$ cat src/rtl/fp_pkg.sv
// Shared floating-point constants, FSM state type and flag bit positions.
package fp_pkg;
  localparam int EXP_W   = 8;
  localparam int MAN_W   = 23;
  localparam int BIAS    = 127;
  localparam int EXP_MAX = 255;

  // Positions within the {overflow, underflow, inexact} flag vector
  localparam int OVF = 2;
  localparam int UNF = 1;
  localparam int INX = 0;

  typedef enum logic [1:0] {
    IDLE,
    SHIFT,
    ROUND,
    HOLD
  } state_t;
endpackage

$ cat src/rtl/fp_norm_round_if.sv
// Raw-sum input and packed-result output handshake of the normalise/round stage.
interface fp_norm_round_if;
  import fp_pkg::*;

  logic               in_valid;
  logic               in_ready;
  logic               in_sign;
  logic [EXP_W-1:0]   in_exp;
  logic [MAN_W+1:0]   in_mant;
  logic [2:0]         in_grs;
  logic               out_valid;
  logic               out_ready;
  logic [31:0]        out_result;
  logic [2:0]         out_flags;

  // Producer of raw sums and consumer of results
  modport master (
    output in_valid, in_sign, in_exp, in_mant, in_grs, out_ready,
    input  in_ready, out_valid, out_result, out_flags
  );

  // The normalise/round stage itself
  modport slave (
    input  in_valid, in_sign, in_exp, in_mant, in_grs, out_ready,
    output in_ready, out_valid, out_result, out_flags
  );
endinterface

$ cat src/rtl/fp_round_rne.sv
// Round-to-nearest-even on a normalised 24-bit significand (bit 24 = carry).
// A carry out of the increment renormalises the significand to 1.0.
module fp_round_rne
  import fp_pkg::*;
(
  input  logic [MAN_W+1:0] i_mant,
  input  logic             i_g,
  input  logic             i_r,
  input  logic             i_s,
  output logic [MAN_W+1:0] o_mant,
  output logic             o_carry,
  output logic             o_inexact
);

  logic             w_inc;
  logic [MAN_W+1:0] w_sum;

  // Increment when above half, or exactly half with an odd LSB
  always_comb begin
    w_inc     = i_g & (i_r | i_s | i_mant[0]);
    w_sum     = i_mant + {{(MAN_W+1){1'b0}}, w_inc};
    o_carry   = w_sum[MAN_W+1];
    o_mant    = o_carry ? {2'b01, {MAN_W{1'b0}}} : w_sum;
    o_inexact = i_g | i_r | i_s;
  end

endmodule

$ cat src/rtl/fp_norm_round.sv
// Normalise (one bit per cycle) and round-to-nearest-even stage for the
// single-precision adder; emits packed binary32 plus exception flags.
module fp_norm_round
  import fp_pkg::*;
(
  input  logic           clk,
  input  logic           rst,
  fp_norm_round_if.slave bus
);

  localparam logic [EXP_W:0] EXP_ONE = (EXP_W+1)'(1);
  localparam logic [EXP_W:0] EXP_TOP = (EXP_W+1)'(EXP_MAX);

  state_t           r_state, w_state_nxt;
  logic             r_sign, w_sign_nxt;
  logic [EXP_W:0]   r_exp, w_exp_nxt;
  logic [MAN_W+1:0] r_mant, w_mant_nxt;
  logic             r_g, r_r, r_s;
  logic             w_g_nxt, w_r_nxt, w_s_nxt;
  logic [31:0]      r_result, w_result_nxt;
  logic [2:0]       r_flags, w_flags_nxt;

  logic [EXP_W:0]   w_exp_dec;
  logic [EXP_W:0]   w_exp_rnd;
  logic [MAN_W+1:0] w_rnd_mant;
  logic             w_rnd_carry;
  logic             w_rnd_inexact;

  fp_round_rne u_rne (
    .i_mant    (r_mant),
    .i_g       (r_g),
    .i_r       (r_r),
    .i_s       (r_s),
    .o_mant    (w_rnd_mant),
    .o_carry   (w_rnd_carry),
    .o_inexact (w_rnd_inexact)
  );

  assign bus.in_ready   = (r_state == IDLE);
  assign bus.out_valid  = (r_state == HOLD);
  assign bus.out_result = r_result;
  assign bus.out_flags  = r_flags;

  // Next-state and datapath update; each SHIFT cycle applies exactly one rule
  always_comb begin
    w_state_nxt  = r_state;
    w_sign_nxt   = r_sign;
    w_exp_nxt    = r_exp;
    w_mant_nxt   = r_mant;
    w_g_nxt      = r_g;
    w_r_nxt      = r_r;
    w_s_nxt      = r_s;
    w_result_nxt = r_result;
    w_flags_nxt  = r_flags;
    w_exp_dec    = r_exp - EXP_ONE;
    w_exp_rnd    = r_exp + {{EXP_W{1'b0}}, w_rnd_carry};

    unique case (r_state)
      IDLE: begin
        if (bus.in_valid) begin
          w_sign_nxt  = bus.in_sign;
          w_exp_nxt   = {1'b0, bus.in_exp};
          w_mant_nxt  = bus.in_mant;
          w_g_nxt     = bus.in_grs[2];
          w_r_nxt     = bus.in_grs[1];
          w_s_nxt     = bus.in_grs[0];
          w_state_nxt = SHIFT;
        end
      end
      SHIFT: begin
        if (r_exp == EXP_TOP) begin
          w_result_nxt = {r_sign, {EXP_W{1'b1}}, r_mant[MAN_W-1:0]};
          w_flags_nxt  = '0;
          w_state_nxt  = HOLD;
        end else if (r_mant == '0 && !(r_g | r_r | r_s)) begin
          w_result_nxt = '0;
          w_flags_nxt  = '0;
          w_state_nxt  = HOLD;
        end else if (r_mant[MAN_W+1]) begin
          w_mant_nxt  = {1'b0, r_mant[MAN_W+1:1]};
          w_g_nxt     = r_mant[0];
          w_r_nxt     = r_g;
          w_s_nxt     = r_r | r_s;
          w_exp_nxt   = r_exp + EXP_ONE;
          w_state_nxt = ROUND;
        end else if (r_mant[MAN_W]) begin
          w_state_nxt = ROUND;
        end else begin
          w_mant_nxt = {r_mant[MAN_W:0], r_g};
          w_g_nxt    = r_r;
          w_r_nxt    = 1'b0;
          w_exp_nxt  = w_exp_dec;
          if (w_exp_dec == '0) begin
            w_result_nxt     = {r_sign, {(EXP_W+MAN_W){1'b0}}};
            w_flags_nxt      = '0;
            w_flags_nxt[UNF] = 1'b1;
            w_flags_nxt[INX] = 1'b1;
            w_state_nxt      = HOLD;
          end
        end
      end
      ROUND: begin
        w_mant_nxt       = w_rnd_mant;
        w_exp_nxt        = w_exp_rnd;
        w_flags_nxt      = '0;
        w_flags_nxt[INX] = w_rnd_inexact;
        if (w_exp_rnd >= EXP_TOP) begin
          w_result_nxt     = {r_sign, {EXP_W{1'b1}}, {MAN_W{1'b0}}};
          w_flags_nxt[OVF] = 1'b1;
        end else begin
          w_result_nxt = {r_sign, w_exp_rnd[EXP_W-1:0], w_rnd_mant[MAN_W-1:0]};
        end
        w_state_nxt = HOLD;
      end
      HOLD: begin
        if (bus.out_ready) begin
          w_state_nxt = IDLE;
        end
      end
      default: w_state_nxt = IDLE;
    endcase
  end

  // State and datapath registers with synchronous reset
  always_ff @(posedge clk) begin
    if (rst) begin
      r_state  <= IDLE;
      r_sign   <= 1'b0;
      r_exp    <= '0;
      r_mant   <= '0;
      r_g      <= 1'b0;
      r_r      <= 1'b0;
      r_s      <= 1'b0;
      r_result <= '0;
      r_flags  <= '0;
    end else begin
      r_state  <= w_state_nxt;
      r_sign   <= w_sign_nxt;
      r_exp    <= w_exp_nxt;
      r_mant   <= w_mant_nxt;
      r_g      <= w_g_nxt;
      r_r      <= w_r_nxt;
      r_s      <= w_s_nxt;
      r_result <= w_result_nxt;
      r_flags  <= w_flags_nxt;
    end
  end

endmodule

$ cat src/flat_wrapper.sv
// flat-port wrapper written by rule: the top's interface ports become plain ports
module fp_norm_round_flat import fp_pkg::*;
  (clk, rst, bus_in_valid, bus_in_sign, bus_in_exp, bus_in_mant, bus_in_grs, bus_out_ready, bus_in_ready, bus_out_valid, bus_out_result, bus_out_flags);
  fp_norm_round_if bus_i ();
  input  logic clk;
  input  logic rst;
  input wire logic [$bits(bus_i.in_valid)-1:0] bus_in_valid;
  input wire logic [$bits(bus_i.in_sign)-1:0] bus_in_sign;
  input wire logic [$bits(bus_i.in_exp)-1:0] bus_in_exp;
  input wire logic [$bits(bus_i.in_mant)-1:0] bus_in_mant;
  input wire logic [$bits(bus_i.in_grs)-1:0] bus_in_grs;
  input wire logic [$bits(bus_i.out_ready)-1:0] bus_out_ready;
  output wire logic [$bits(bus_i.in_ready)-1:0] bus_in_ready;
  output wire logic [$bits(bus_i.out_valid)-1:0] bus_out_valid;
  output wire logic [$bits(bus_i.out_result)-1:0] bus_out_result;
  output wire logic [$bits(bus_i.out_flags)-1:0] bus_out_flags;
  assign bus_i.in_valid = bus_in_valid;
  assign bus_i.in_sign = bus_in_sign;
  assign bus_i.in_exp = bus_in_exp;
  assign bus_i.in_mant = bus_in_mant;
  assign bus_i.in_grs = bus_in_grs;
  assign bus_i.out_ready = bus_out_ready;
  assign bus_in_ready = bus_i.in_ready;
  assign bus_out_valid = bus_i.out_valid;
  assign bus_out_result = bus_i.out_result;
  assign bus_out_flags = bus_i.out_flags;
  fp_norm_round u_core (.clk(clk), .rst(rst), .bus(bus_i));
endmodule
$ cat config.mk
export PLATFORM = sky130hd
export DESIGN_NAME = fp_norm_round_flat
export DESIGN_NICKNAME = d
export VERILOG_FILES = /design/src/rtl/fp_pkg.sv /design/src/rtl/fp_norm_round_if.sv /design/src/rtl/fp_round_rne.sv /design/src/rtl/fp_norm_round.sv /design/src/flat_wrapper.sv
export SDC_FILE = /design/constraint.sdc
export NUM_CORES = 1
export LEC_CHECK = 0
export CAP_MARGIN = 15
export CORE_MARGIN = 1
export CORE_UTILIZATION = 45
export DETAILED_ROUTE_END_ITERATION = 10
export GPL_ROUTABILITY_DRIVEN = 1
export PLACE_DENSITY = 0.69
export REMOVE_ABC_BUFFERS = 1
export SYNTH_ARGS = -nofsm -noshare
export SYNTH_HDL_FRONTEND = slang
export SYNTH_HIERARCHICAL = 1
export SYNTH_SLANG_ARGS = --single-unit
export TNS_END_PERCENT = 50
$ cat constraint.sdc
create_clock -name clk -period 7.3 [get_ports clk]
set_clock_uncertainty 0.15 [all_clocks]
set_input_delay 2.19 -clock clk [delete_from_list [all_inputs] [get_ports clk]]
set_output_delay 2.19 -clock clk [all_outputs]
set_load 0.01 [all_outputs]
======== After elaboration in Yosys (flattened, before gate mapping) ========
Index checks and enable logic that the tools add are counted.
cells by class
  $add $sub $neg .......................... 4
  $lt $le $gt $ge ......................... 1
  equal/unequal tests ..................... 14
  muxes and demuxes ....................... 52
  bitwise logic cells ..................... 5
  reductions and logical operators ........ 15
operator list
  kind                 count
  $mux 32              5
  $mux 25              4
  $pmux 25 s3          1
  $pmux 32 s2          1
  $mux 24              2
  $mux 9               5
  $mux 31              1
  $pmux 9 s3           1
  $add 25x1->25        1
  $logic_not 25->1     1
  $mux 1               15
  $mux 3               5
  $reduce_and 5->1     3
  $mux 2               7
  $add 9x1->9          1
  $add 9x1->9 const B  1
  $eq 9x8->1 const B   1
  $ge 9x8->1 const B   1
  $logic_not 9->1      1
  $sub 9x1->9 const B  1
  $ne 2x2->1 const B   4
  $ne 4x4->1 const B   2
  $pmux 2 s4           1
  $reduce_and 4->1     2
  17 further kinds     24
word-level totals
  bits in registers ....................... 75
  input port bits ......................... 41
  logic and storage cells ................. 101

======== Depth between registers and ports, before layout ========
Gate-level depths: netlist (run 1).
  depth in word-level cells ............... 8
  mapped depth ............................ 16
  mapped depth without buffers ............ 13

======== Hierarchy ========
Netlist (run 1), hierarchy kept.
by module, submodules not included
  module         times used  cells each  area each (um^2)  sequential area each (um^2)
  fp_norm_round  1           591         4814.6            1501.4
  fp_round_rne   1           113         714.4             0.0

======== Worst setup path after synthesis (run 1) ========
OpenSTA, ideal clock, no wires.
  kind .................................... flip-flop to flip-flop
  start point ............................. register u_core.r_g
  end point ............................... register u_core.r_result[10] (netlist: u_core/bus.out_result[10])
  setup time .............................. 0.130 ns
  arrival ................................. 3.287 ns
  setup slack ............................. 3.733 ns
  cell stages (with the launch flop) ...... 17
  cell sequence ........................... dfxtp_1 -> and2_1 -> ha_1 -> and3_1 -> nand3_1 -> xnor2_2 -> buf_4 -> ha_1 -> ha_1 -> clkbuf_1 -> xnor2_1 -> or2_2 -> a311oi_4 -> nor2_2 -> buf_2 -> a32oi_1 -> o31ai_1
on the way
  elaborated cells on any way between the ends .. 17
  those cells by class .................... 2 x add/sub; 1 x order compare; 3 x eq/ne; 5 x mux; 3 x bitwise; 3 x reduce/logical
RTL lines
  what                          line                  text
  start: declaration            fp_norm_round.sv:18   logic r_g, r_r, r_s;
  start signal: assignment      fp_norm_round.sv:141  r_g <= w_g_nxt;
  $and 1x1->1 (*)               fp_round_rne.sv:20    w_inc = i_g & (i_r | i_s | i_mant[0]);
  $add 25x1->25 (*)             fp_round_rne.sv:21    w_sum = i_mant + {{(MAN_W+1){1'b0}}, w_inc};
  named net u_core.w_rnd_carry  fp_norm_round.sv:26   logic w_rnd_carry;
  $add 9x1->9                   fp_norm_round.sv:56   w_exp_rnd = r_exp + {{EXP_W{1'b0}}, w_rnd_carry};
  $ge 9x8->1                    fp_norm_round.sv:107  if (w_exp_rnd >= EXP_TOP) begin
  $mux 31 (*)                   fp_norm_round.sv:107
  $pmux 32 s2 (*)               fp_norm_round.sv:58   unique case (r_state)
  end signal: assignment        fp_norm_round.sv:144  r_result <= w_result_nxt;
  end: declaration              fp_norm_round.sv:20   logic [31:0] r_result, w_result_nxt;
Mark *: on every way through the listed nets, which the timed path passes. The rest lies on a longest branch.
A chain may end at the register's enable or synchronous reset.

======== Final worst setup path (run 1) ========
  start point ............................. register u_core.r_g
  end point ............................... register u_core.r_result[18] (netlist: u_core/bus.out_result[18])
Same word-level chain as after synthesis.

==> flow_summary.json, run 1 <==
{
  "outcome": "finished clean",
  "hold_violations": 0,
  "ys_seq_area_share_pct": 27.2,
  "min_path_type": "reg2reg",
  "post_drt_wl_per_cell_um": 19.7,
  "yosysUniqueCellTypes": 68,
  "drc_errors": 0,
  "synth_compound_area_share_pct": 25.0,
  "maxCapViolCount": 0,
  "final_core_util_pct": 55.6,
  "num_rows": 40,
  "max_freq_mhz": 215,
  "cp_data_required_time_ns": 7.35,
  "postRouteAntennaNets": 0,
  "peakVddDrop_uv": 549,
  "pre_cts_ws_ns": 2.34,
  "muxShareOfSynthArea_pct": 5.84,
  "h-tree-depth": 3,
  "layout-drive-gt1-share_pct": 7.40,
  "area_delta_synth_final_pct": 20.8,
  "slew_headroom_pct": 27.5,
  "synth-adder-area-share_pct": 2.72,
  "place_inst": 871,
  "ios": 78,
  "clkTransAtPathRegs_ns": 0.06,
  "worstReg2RegEnd": "u_core/bus.out_result[18]$_SDFFE_PP0P_",
  "synth_xor_xnor_area_share_pct": 5.52,
  "synth_area_leader_cell": "dfxtp_1",
  "syn-cell-area_um2": 5530,
  "synth_cells": 704,
  "critPathArrivalTime_ns": 4.70,
  "p_per_area_nw_per_um2": 411,
  "place_congestion": 0.939,
  "postCtsResizedCells": 0,
  "avgViaCountPerCell": 6.55,
  "synth_top_area_share_pct": 27.2,
  "dpl.hpwl_mm": 11.3,
  "grt_pass1_vias": 5458,
  "worst_pin_slew_ns": 1.09,
  "fp.dieW_um": 113,
  "crit_buf_inv": 1,
  "postCtsSetupRepairBufs": 0,
  "setup_viol": 0,
  "die_area_um2": 12700,
  "start_kind": "flip-flop",
  "fin_nets": 791,
  "overflow": 0,
  "synth-edff-count": 0,
  "leakagePower_nw": 2.41,
  "cp_slowest_stage_delay_ns": 0.78,
  "coreArea_um2": 12000,
  "slowest_stage": "xnor2_2",
  "crit_cells": 14,
  "fin_tns_setup_ns": 0,
  "end_kind": "flip-flop",
  "worst-path-max-fanout": 21,
  "track_usage_pct": 27.9,
  "synth_seq_cells": 75,
  "port_buffers": 77,
  "rsz0062_at_grt": "false",
  "critPathKind": "reg2reg",
  "cts_tree": "done",
  "num_vias": 5833,
  "critPathTopFamily": "simple AND/OR/NAND/NOR gates",
  "n_antenna_cell": 0,
  "reg2reg_depth": 14,
  "synth_area_per_cell_um2": 7.85,
  "grt_pass1_wl_mm": 28.4,
  "total_power_mw": 2.74,
  "antenna_found_initial": 0,
  "crit_start": "u_core/r_g$_SDFFE_PP0P_",
  "synth_ff_type": "dfxtp_1",
  "drt_iter0_markers": 474,
  "drv_slew": 0,
  "fin_crit_ns": 4.65,
  "setup_ws_ns": 2.65,
  "r2r-start": "u_core/r_g$_SDFFE_PP0P_",
  "clock-sinks": 75,
  "synth_warnings": 6,
  "initial_core_util_pct": 46.0,
  "wl_mm": 17.5,
  "synthArstFlopShare_pct": 0,
  "layout.cells.non_filler": 890,
  "clock_latency_ns": 0.34,
  "cp_common_cell": "ha_1",
  "cts_buffer_depth": 2,
  "synth_area_leaders": "dfxtp_1, nor2_1, mux2i_1",
  "rrSetupSlack_ns": 2.65,
  "synth_top_family_by_area": "simple AND/OR/NAND/NOR gates",
  "finalCritPeriodShare_pct": 63.7,
  "cts_buffers": 9,
  "cp_cell_sequence": "and2_1, ha_1, and3_1, nand3_1, xnor2_2, ha_1, ha_1, xnor2_1, or2_2, a311oi_4, nor2_2, buf_8, a32oi_1, o31ai_1",
  "cts_hold_buf": 0,
  "crit_end": "u_core/bus.out_result[18]$_SDFFE_PP0P_",
  "die_y_um": 113,
  "synthSimpleGateAreaFrac_pct": 27.7,
  "root_buffer": "clkbuf_16",
  "first_pass_iters": 5,
  "grt_max_degree": 71
}
## flip-flops by register name, summed over array words and instances (netlist names), 2 cells and up
name / flops
u_core/r_state: 2
u_core/r_exp: 9
u_core/bus.out_result: 32
u_core/bus.out_flags: 3
u_core/r_mant: 25
## final cells by class
type	instances	area, um^2
fill	1167	5330
multi-input combinational	549	3720
sequential	75	1500
timing repair buffer	89	891
clock buffer	12	256
tap	147	184
clock inverter	4	72.6
inverter	14	52.6
## Yosys cell counts, types with 3 or more instances
cell type,n
a211oi_1,10
a21oi_1,31
a221o_1,3
a221oi_1,26
a22o_1,3
a311oi_1,5
a31o_2,3
a32oi_1,23
and2_1,29
and3_1,6
and3b_1,3
and4_1,3
buf_1,4
buf_2,10
buf_4,5
clkbuf_1,47
dfxtp_1,75
ha_1,12
inv_1,13
mux2i_1,30
nand2_1,32
nand2b_1,7
nand3_1,18
nand4_1,41
nor2_1,100
nor2b_1,6
nor3_1,11
nor4_1,11
o211ai_1,9
o21ai_0,8
o21ai_1,3
o22ai_1,3
o31ai_1,27
o41ai_1,6
or2_2,3
xnor2_1,15
xor2_1,18
## layer usage
layer	GRT usage (%)	vias to the layer above	share of wire [%]
li1	-	2730	-
met3	4.02	24	6.5
met5	0	-	0
met2	44.1	253	45
met4	9.69	0	1.6
met1	38.9	2826	47
## worst reg2reg max path, delay by kind of cell, from the launching register on
kind / cells / cell delay (ns)
flops: 1 / 0.48
fa+ha+maj: 3 / 0.96
compound gates: 3 / 0.68
buf+inv: 1 / 0.20
simple gates: 5 / 1.12
xor+xnor: 2 / 0.91
## report_power, final
part	internal (mW)	leakage (nW)	total [mW]	switching [mW]
Combinational	0.593	1.64	1.50	0.909
Sequential	0.513	0.614	0.751	0.237
Clock	0.317	0.159	0.491	0.174
## layout by cell type, fill, tap and decap left out, types with 7 or more instances in the layout
cell / instances
nor2_1: 100
o211ai_1: 9
a211oi_1: 9
clkbuf_16: 9
o21ai_0: 8
ha_1: 11
clkdlybuf4s50_1: 76
a32oi_1: 23
nor4_1: 11
nand3_1: 18
and2_1: 29
dfxtp_1: 75
nand2b_1: 7
nand4_1: 41
xnor2_1: 15
inv_1: 13
o31ai_1: 27
a21oi_1: 31
nand2_1: 32
xor2_1: 18
a221oi_1: 26
buf_4: 9
nor3_1: 10
mux2i_1: 30
## per-stage QoR
stage	hold WS [ns]	instance area [um^2]
finish	0.320	6680
global route	0.342	6680
CTS	0.322	6620
detailed placement	0.314	6290
global placement	0.303	6290
floorplan	0.280	5250
## how the worst min path moves through the flow
stage	endpoint	cells past startpoint	slack (ns)	start
finish	u_core/bus.out_result[15]$_SDFFE_PP0P_	2	0.32	u_core/bus.out_result[15]$_SDFFE_PP0P_
global route	u_core/bus.out_result[15]$_SDFFE_PP0P_	2	0.34	u_core/bus.out_result[15]$_SDFFE_PP0P_
detailed placement	u_core/bus.out_result[15]$_SDFFE_PP0P_	2	0.31	u_core/bus.out_result[15]$_SDFFE_PP0P_
floorplan	u_core/r_sign$_SDFFE_PP0P_	2	0.28	u_core/r_sign$_SDFFE_PP0P_
global placement	u_core/bus.out_result[27]$_SDFFE_PP0P_	2	0.30	u_core/bus.out_result[27]$_SDFFE_PP0P_
CTS	u_core/bus.out_result[15]$_SDFFE_PP0P_	2	0.32	u_core/bus.out_result[15]$_SDFFE_PP0P_
## logic make-up after synthesis
kind of cell,after synthesis
simple gates,291
mux,32
compound gates,179
fa+ha+maj,12
buf+inv,80
flops,75
xor+xnor,34
other cells,1
Note: power is estimated with default switching activity, not from simulation.
==> run 2: changes to the inputs <==
==> constraint.sdc (replaced) <==
create_clock -name clk -period 4.84 [get_ports clk]
set_clock_uncertainty 0.15 [all_clocks]
set_input_delay 1.452 -clock clk [delete_from_list [all_inputs] [get_ports clk]]
set_output_delay 1.452 -clock clk [all_outputs]
set_load 0.01 [all_outputs]
==> run 2 against run 1 <==
Against the previous run:
- clock power increased by 46%
- utilization shrank 0.21 points
- combinational power grew 53%
- critical path type unchanged
- largest power group unchanged
- highest routed layer unchanged
==> flow_summary.json, run 2 (same netlist as run 1, synthesis figures left out) <==
{
  "ios": 78,
  "track_usage_pct": 28.1,
  "cts_tree": "done",
  "grt_pass1_vias": 5459,
  "num_rows": 40,
  "hold_violations": 0,
  "postCtsResizedCells": 0,
  "grt_pass1_wl_mm": 28.5,
  "cts_buffers": 9,
  "slew_headroom_pct": 31.0,
  "fin_nets": 795,
  "layout-drive-gt1-share_pct": 7.90,
  "clkTransAtPathRegs_ns": 0.06,
  "overflow": 0,
  "fp.dieW_um": 113,
  "netSwitchingFraction_pct": 48.5,
  "outcome": "finished clean",
  "fin_crit_ns": 4.20,
  "postRouteAntennaNets": 0,
  "avgViaCountPerCell": 6.48,
  "rsz0062_at_grt": "false",
  "critPathKind": "reg2reg",
  "postCtsSetupRepairBufs": 0,
  "h-tree-depth": 3,
  "seqPwrFrac_pct": 26.6,
  "cp_data_required_time_ns": 4.94,
  "finalCritPeriodShare_pct": 86.8,
  "place_inst": 878,
  "drt_iter0_markers": 526,
  "combPwrFrac_pct": 55.9,
  "port_buffers": 77,
  "worst_pin_slew_ns": 1.03,
  "switching_power_mw": 1.99,
  "drc_errors": 0,
  "place_congestion": 0.867,
  "wl_mm": 17.3,
  "p_per_area_nw_per_um2": 618,
  "dpl.hpwl_mm": 11.5,
  "num_vias": 5791,
  "first_pass_iters": 6,
  "n_antenna_cell": 0,
  "area_delta_synth_final_pct": 20.3,
  "cts_buffer_depth": 2,
  "start_kind": "flip-flop",
  "clock_latency_ns": 0.35,
  "critPathArrivalTime_ns": 4.30,
  "layout.cells.non_filler": 894,
  "drv_slew": 0,
  "peakVddDrop_uv": 678,
  "initial_core_util_pct": 46.0,
  "die_area_um2": 12700,
  "post_drt_wl_per_cell_um": 19.4,
  "root_buffer": "clkbuf_16",
  "grt_max_degree": 58,
  "setup_viol": 0,
  "min_path_type": "reg2reg",
  "end_kind": "flip-flop",
  "cts_hold_buf": 0,
  "antenna_found_initial": 0,
  "worst-path-max-fanout": 24,
  "hold_ws_ns": 0.317,
  "power.clock.fraction_pct": 17.4,
  "internal-power_mw": 2.12,
  "leakagePower_nw": 2.42,
  "maxCapViolCount": 0,
  "fin_tns_setup_ns": 0,
  "die_y_um": 113,
  "coreArea_um2": 12000,
  "largest_reg_flops": 32,
  "layout_commonest_cell": "nor2_1",
  "clock-sinks": 75,
  "final_core_util_pct": 55.4,
  "max_freq_mhz": 238,
  "final_cell_mix": "nor2_1, clkdlybuf4s50_1, dfxtp_1"
}
[run 2: path summary, 6_finish.rpt]
check / startpoint / end / cells past startpoint / slack [ns]
max: u_core/r_g$_SDFFE_PP0P_ / u_core/bus.out_result[11]$_SDFFE_PP0P_ / 13 / 0.64
min: u_core/bus.out_result[26]$_SDFFE_PP0P_ / u_core/bus.out_result[26]$_SDFFE_PP0P_ / 2 / 0.32
max reg2reg: u_core/r_g$_SDFFE_PP0P_ / u_core/bus.out_result[11]$_SDFFE_PP0P_ / 13 / 0.64
min reg2reg: u_core/bus.out_result[26]$_SDFFE_PP0P_ / u_core/bus.out_result[26]$_SDFFE_PP0P_ / 2 / 0.32
[run 2: cell type report]
cell class | count | area (um^2)
repair buffers | 93 | 886
well taps | 147 | 184
clock buffers | 10 | 229
multi-input cells | 549 | 3720
fillers | 1153 | 5360
inverters | 14 | 52.6
clock inverters | 6 | 80.1
flip-flops and latches | 75 | 1500
[run 2: routing by layer]
metal	up-vias	GRT usage (%)	wire [um]
met5	-	0	0
met4	0	10.9	416
met3	30	4.45	1130
met2	234	44.3	7770
li1	2747	-	-
met1	2780	38.5	8030
[run 2: metrics by stage]
step / worst slack, ns / total power, mW / instance area (um^2)
floorplan: -0.753 / 2.61 / 5250
global placement: 0.817 / 3.30 / 6340
detailed placement: 0.663 / 3.35 / 6340
CTS: 0.624 / 4.08 / 6650
global route: 0.227 / 4.39 / 6650
finish: 0.640 / 4.11 / 6650
[run 2: critical path, cell delays in order, from the launching register on]
cell      delay (ns)
dfxtp_1         0.47
and2_1          0.20
ha_1            0.26
and3_1          0.24
nand3_1         0.15
xnor2_2         0.19
ha_1            0.24
ha_1            0.34
a21oi_1         0.08
o211ai_1        0.27
a311oi_4        0.17
nor2_2          0.83
a32oi_1         0.21
a211oi_1        0.30
[run 2: power by group through the flow]
stage               Sequential [mW]  Clock (mW)  Combinational (mW)
floorplan                      1.05           0                1.56
global placement               1.09           0                2.21
detailed placement             1.10           0                2.25
CTS                            1.08       0.727                2.27
global route                   1.13       0.755                2.51
finish                         1.10       0.718                2.30
==> run 3: changes to the inputs <==
--- a/config.mk
+++ b/config.mk
@@ -5,15 +5,15 @@
 export SDC_FILE = /design/constraint.sdc
 export NUM_CORES = 1
 export LEC_CHECK = 0
+export ABC_AREA = 1
 export CAP_MARGIN = 15
 export CORE_MARGIN = 1
 export CORE_UTILIZATION = 45
 export DETAILED_ROUTE_END_ITERATION = 10
 export GPL_ROUTABILITY_DRIVEN = 1
-export PLACE_DENSITY = 0.69
+export PLACE_DENSITY = 0.68
 export REMOVE_ABC_BUFFERS = 1
 export SYNTH_ARGS = -nofsm -noshare
 export SYNTH_HDL_FRONTEND = slang
-export SYNTH_HIERARCHICAL = 1
 export SYNTH_SLANG_ARGS = --single-unit
 export TNS_END_PERCENT = 50
==> run 3 against run 2 <==
Against the previous run:
- power increased by 49%
- sequential cell count unchanged
- area after synthesis increased by 11%
- via count increased by 11%
==> flow_summary.json, run 3 <==
{
  "leakagePower_nw": 3.28,
  "wl_mm": 17.7,
  "cts_tree": "done",
  "place_congestion": 0.916,
  "postCtsSetupRepairBufs": 0,
  "drt_iter0_markers": 569,
  "setup_ws_ns": 0.967,
  "setup_viol": 0,
  "synthArstFlopShare_pct": 0,
  "ios": 78,
  "grt_pass1_wl_mm": 29.6,
  "die_area_um2": 14200,
  "postRouteAntennaNets": 0,
  "clock-sinks": 75,
  "drv_slew": 0,
  "fin_area_um2": 7290,
  "layout_commonest_cell": "nand2_1",
  "peakVddDrop_uv": 752,
  "clock_latency_ns": 0.35,
  "cts_buffer_depth": 2,
  "cts_buffers": 9,
  "track_usage_pct": 26.0,
  "grt_max_degree": 68,
  "synth_cells": 1024,
  "layout-drive-gt1-share_pct": 12.2,
  "slew_headroom_pct": 38.4,
  "syn-cell-area_um2": 6160,
  "synth_common_cells": "nand2_1, nor2_1, nand3_1",
  "place_area_um2": 6930,
  "p_per_area_nw_per_um2": 839,
  "synth_top_area_share_pct": 24.4,
  "maxCapViolCount": 0,
  "clkTransAtPathRegs_ns": 0.06,
  "synth-edff-count": 0,
  "synth_seq_cells": 75,
  "finalCritPeriodShare_pct": 80.0,
  "cts_hold_buf": 0,
  "worst_pin_slew_ns": 0.923,
  "fin_crit_ns": 3.87,
  "largest_reg_flops": 32,
  "final_cell_mix": "nand2_1, nor2_1, nand3_1",
  "post_drt_wl_per_cell_um": 14.2,
  "fp.dieW_um": 119,
  "die_y_um": 119,
  "fin_nets": 1116,
  "avgViaCountPerCell": 5.18,
  "pre_cts_ws_ns": 1.05,
  "dpl.hpwl_mm": 12.3,
  "overflow": 0,
  "n_antenna_cell": 0,
  "fin_tns_setup_ns": 0,
  "end_kind": "flip-flop",
  "h-tree-depth": 3,
  "synth_most_common_cell": "nand2_1",
  "cp_data_required_time_ns": 4.93,
  "synth_area_leaders": "dfxtp_1, nand2_1, nor2_1",
  "critPathKind": "reg2reg",
  "synth_ff_type": "dfxtp_1",
  "num_vias": 6448,
  "hold_violations": 0,
  "outcome": "finished clean",
  "n_fill_cell": 1368,
  "num_rows": 42,
  "postCtsResizedCells": 0,
  "synth_area_per_cell_um2": 6.02,
  "critPathArrivalTime_ns": 3.96,
  "initial_core_util_pct": 46.4,
  "area_delta_synth_final_pct": 18.2,
  "max_freq_mhz": 258,
  "ys_seq_area_share_pct": 24.4,
  "synth_area_leader_cell": "dfxtp_1",
  "start_kind": "flip-flop",
  "antenna_found_initial": 0,
  "coreArea_um2": 13300,
  "port_buffers": 77,
  "min_path_type": "reg2reg",
  "rsz0062_at_grt": "false",
  "drc_errors": 0,
  "synth_warnings": 0,
  "yosysUniqueCellTypes": 43,
  "root_buffer": "clkbuf_16",
  "grt_pass1_vias": 5721,
  "first_pass_iters": 5,
  "worst-path-max-fanout": 13
}
-- run 3: cell types whose count changed in the layout (fill, tap and decap cells not counted), sizes merged, moves of 26 or more --
cell,delta
o21ai,+49
nor2,+89
inv,+94
and2,-29
mux2i,-30
nand2,+247
nand3,+82
o31ai,-26
nand4,-34
-- run 3: per-layer routing --
metal  track usage, %  vias up  part of all wire [%]
met1             38.7     2873                    50
met3             3.26       21                   5.8
met2             38.3      213                    42
li1                 -     3341                     -
met4             8.86        0                   2.0
met5                0        -                     0
-- run 3: logic make-up after synthesis --
family | Yosys count | synth area share (%)
DFF | 75 | 24.4
buffers and inverters | 169 | 12.2
AOI/OAI and AO/OA | 153 | 13.7
and+or+nand+nor | 603 | 45.6
xor gates and xnor gates | 13 | 1.85
adders and majority gates | 11 | 2.23
-- run 3: power by group --
group | switching, mW | internal (mW)
Clock | 0.269 | 0.555
Combinational | 2.46 | 1.49
Sequential | 0.394 | 0.941
-- run 3: final timing paths --
check | cells after the start | startpoint | slack (ns) | endpoint
worst max-delay path | 21 | u_core.r_g$_SDFFE_PP0P_ | 0.97 | u_core.bus.out_result[15]$_SDFFE_PP0P_
worst min-delay path | 2 | u_core.bus.out_result[31]$_SDFFE_PP0P_ | 0.32 | u_core.bus.out_result[31]$_SDFFE_PP0P_
worst max register to register | 21 | u_core.r_g$_SDFFE_PP0P_ | 0.97 | u_core.bus.out_result[15]$_SDFFE_PP0P_
worst min register to register | 2 | u_core.bus.out_result[31]$_SDFFE_PP0P_ | 0.32 | u_core.bus.out_result[31]$_SDFFE_PP0P_
-- run 3: worst max-delay path: stages, from the launching register on --
cell	delay, ns
dfxtp_1	0.43
nand2_1	0.11
inv_1	0.09
ha_1	0.16
nand2_1	0.08
nor2_2	0.19
nand2_1	0.13
clkinv_1	0.10
nand2_1	0.05
nand2_1	0.07
nand2_2	0.06
inv_1	0.07
ha_1	0.16
ha_1	0.18
nand3_1	0.22
o21ai_0	0.23
nand2_1	0.19
nand2_1	0.48
buf_4	0.31
nor2_1	0.07
nor2_1	0.16
nor2_2	0.05
-- run 3: cell type report --
class / instances / area (um^2) / area share (%)
Clock inverter: 5 / 125 / 1.72
Multi-Input combinational cell: 780 / 3910 / 53.6
Clock buffer: 11 / 233 / 3.19
Sequential cell: 75 / 1500 / 20.6
Inverter: 109 / 414 / 5.68
Timing Repair Buffer: 89 / 886 / 12.2
Tap cell: 176 / 220 / 3.02
-- run 3: per-stage QoR --
stage | utilization, % | total power [mW] | cells | hold slack [ns]
floorplan | - | 4.04 | 964 | 0.279
global placement | 52.1 | 5.24 | 1229 | 0.305
detailed placement | 52.1 | 5.27 | 1229 | 0.312
CTS | 54.8 | 6.11 | 1245 | 0.325
global route | 54.8 | 6.68 | 1245 | 0.347
finish | 54.8 | 6.12 | 1245 | 0.320
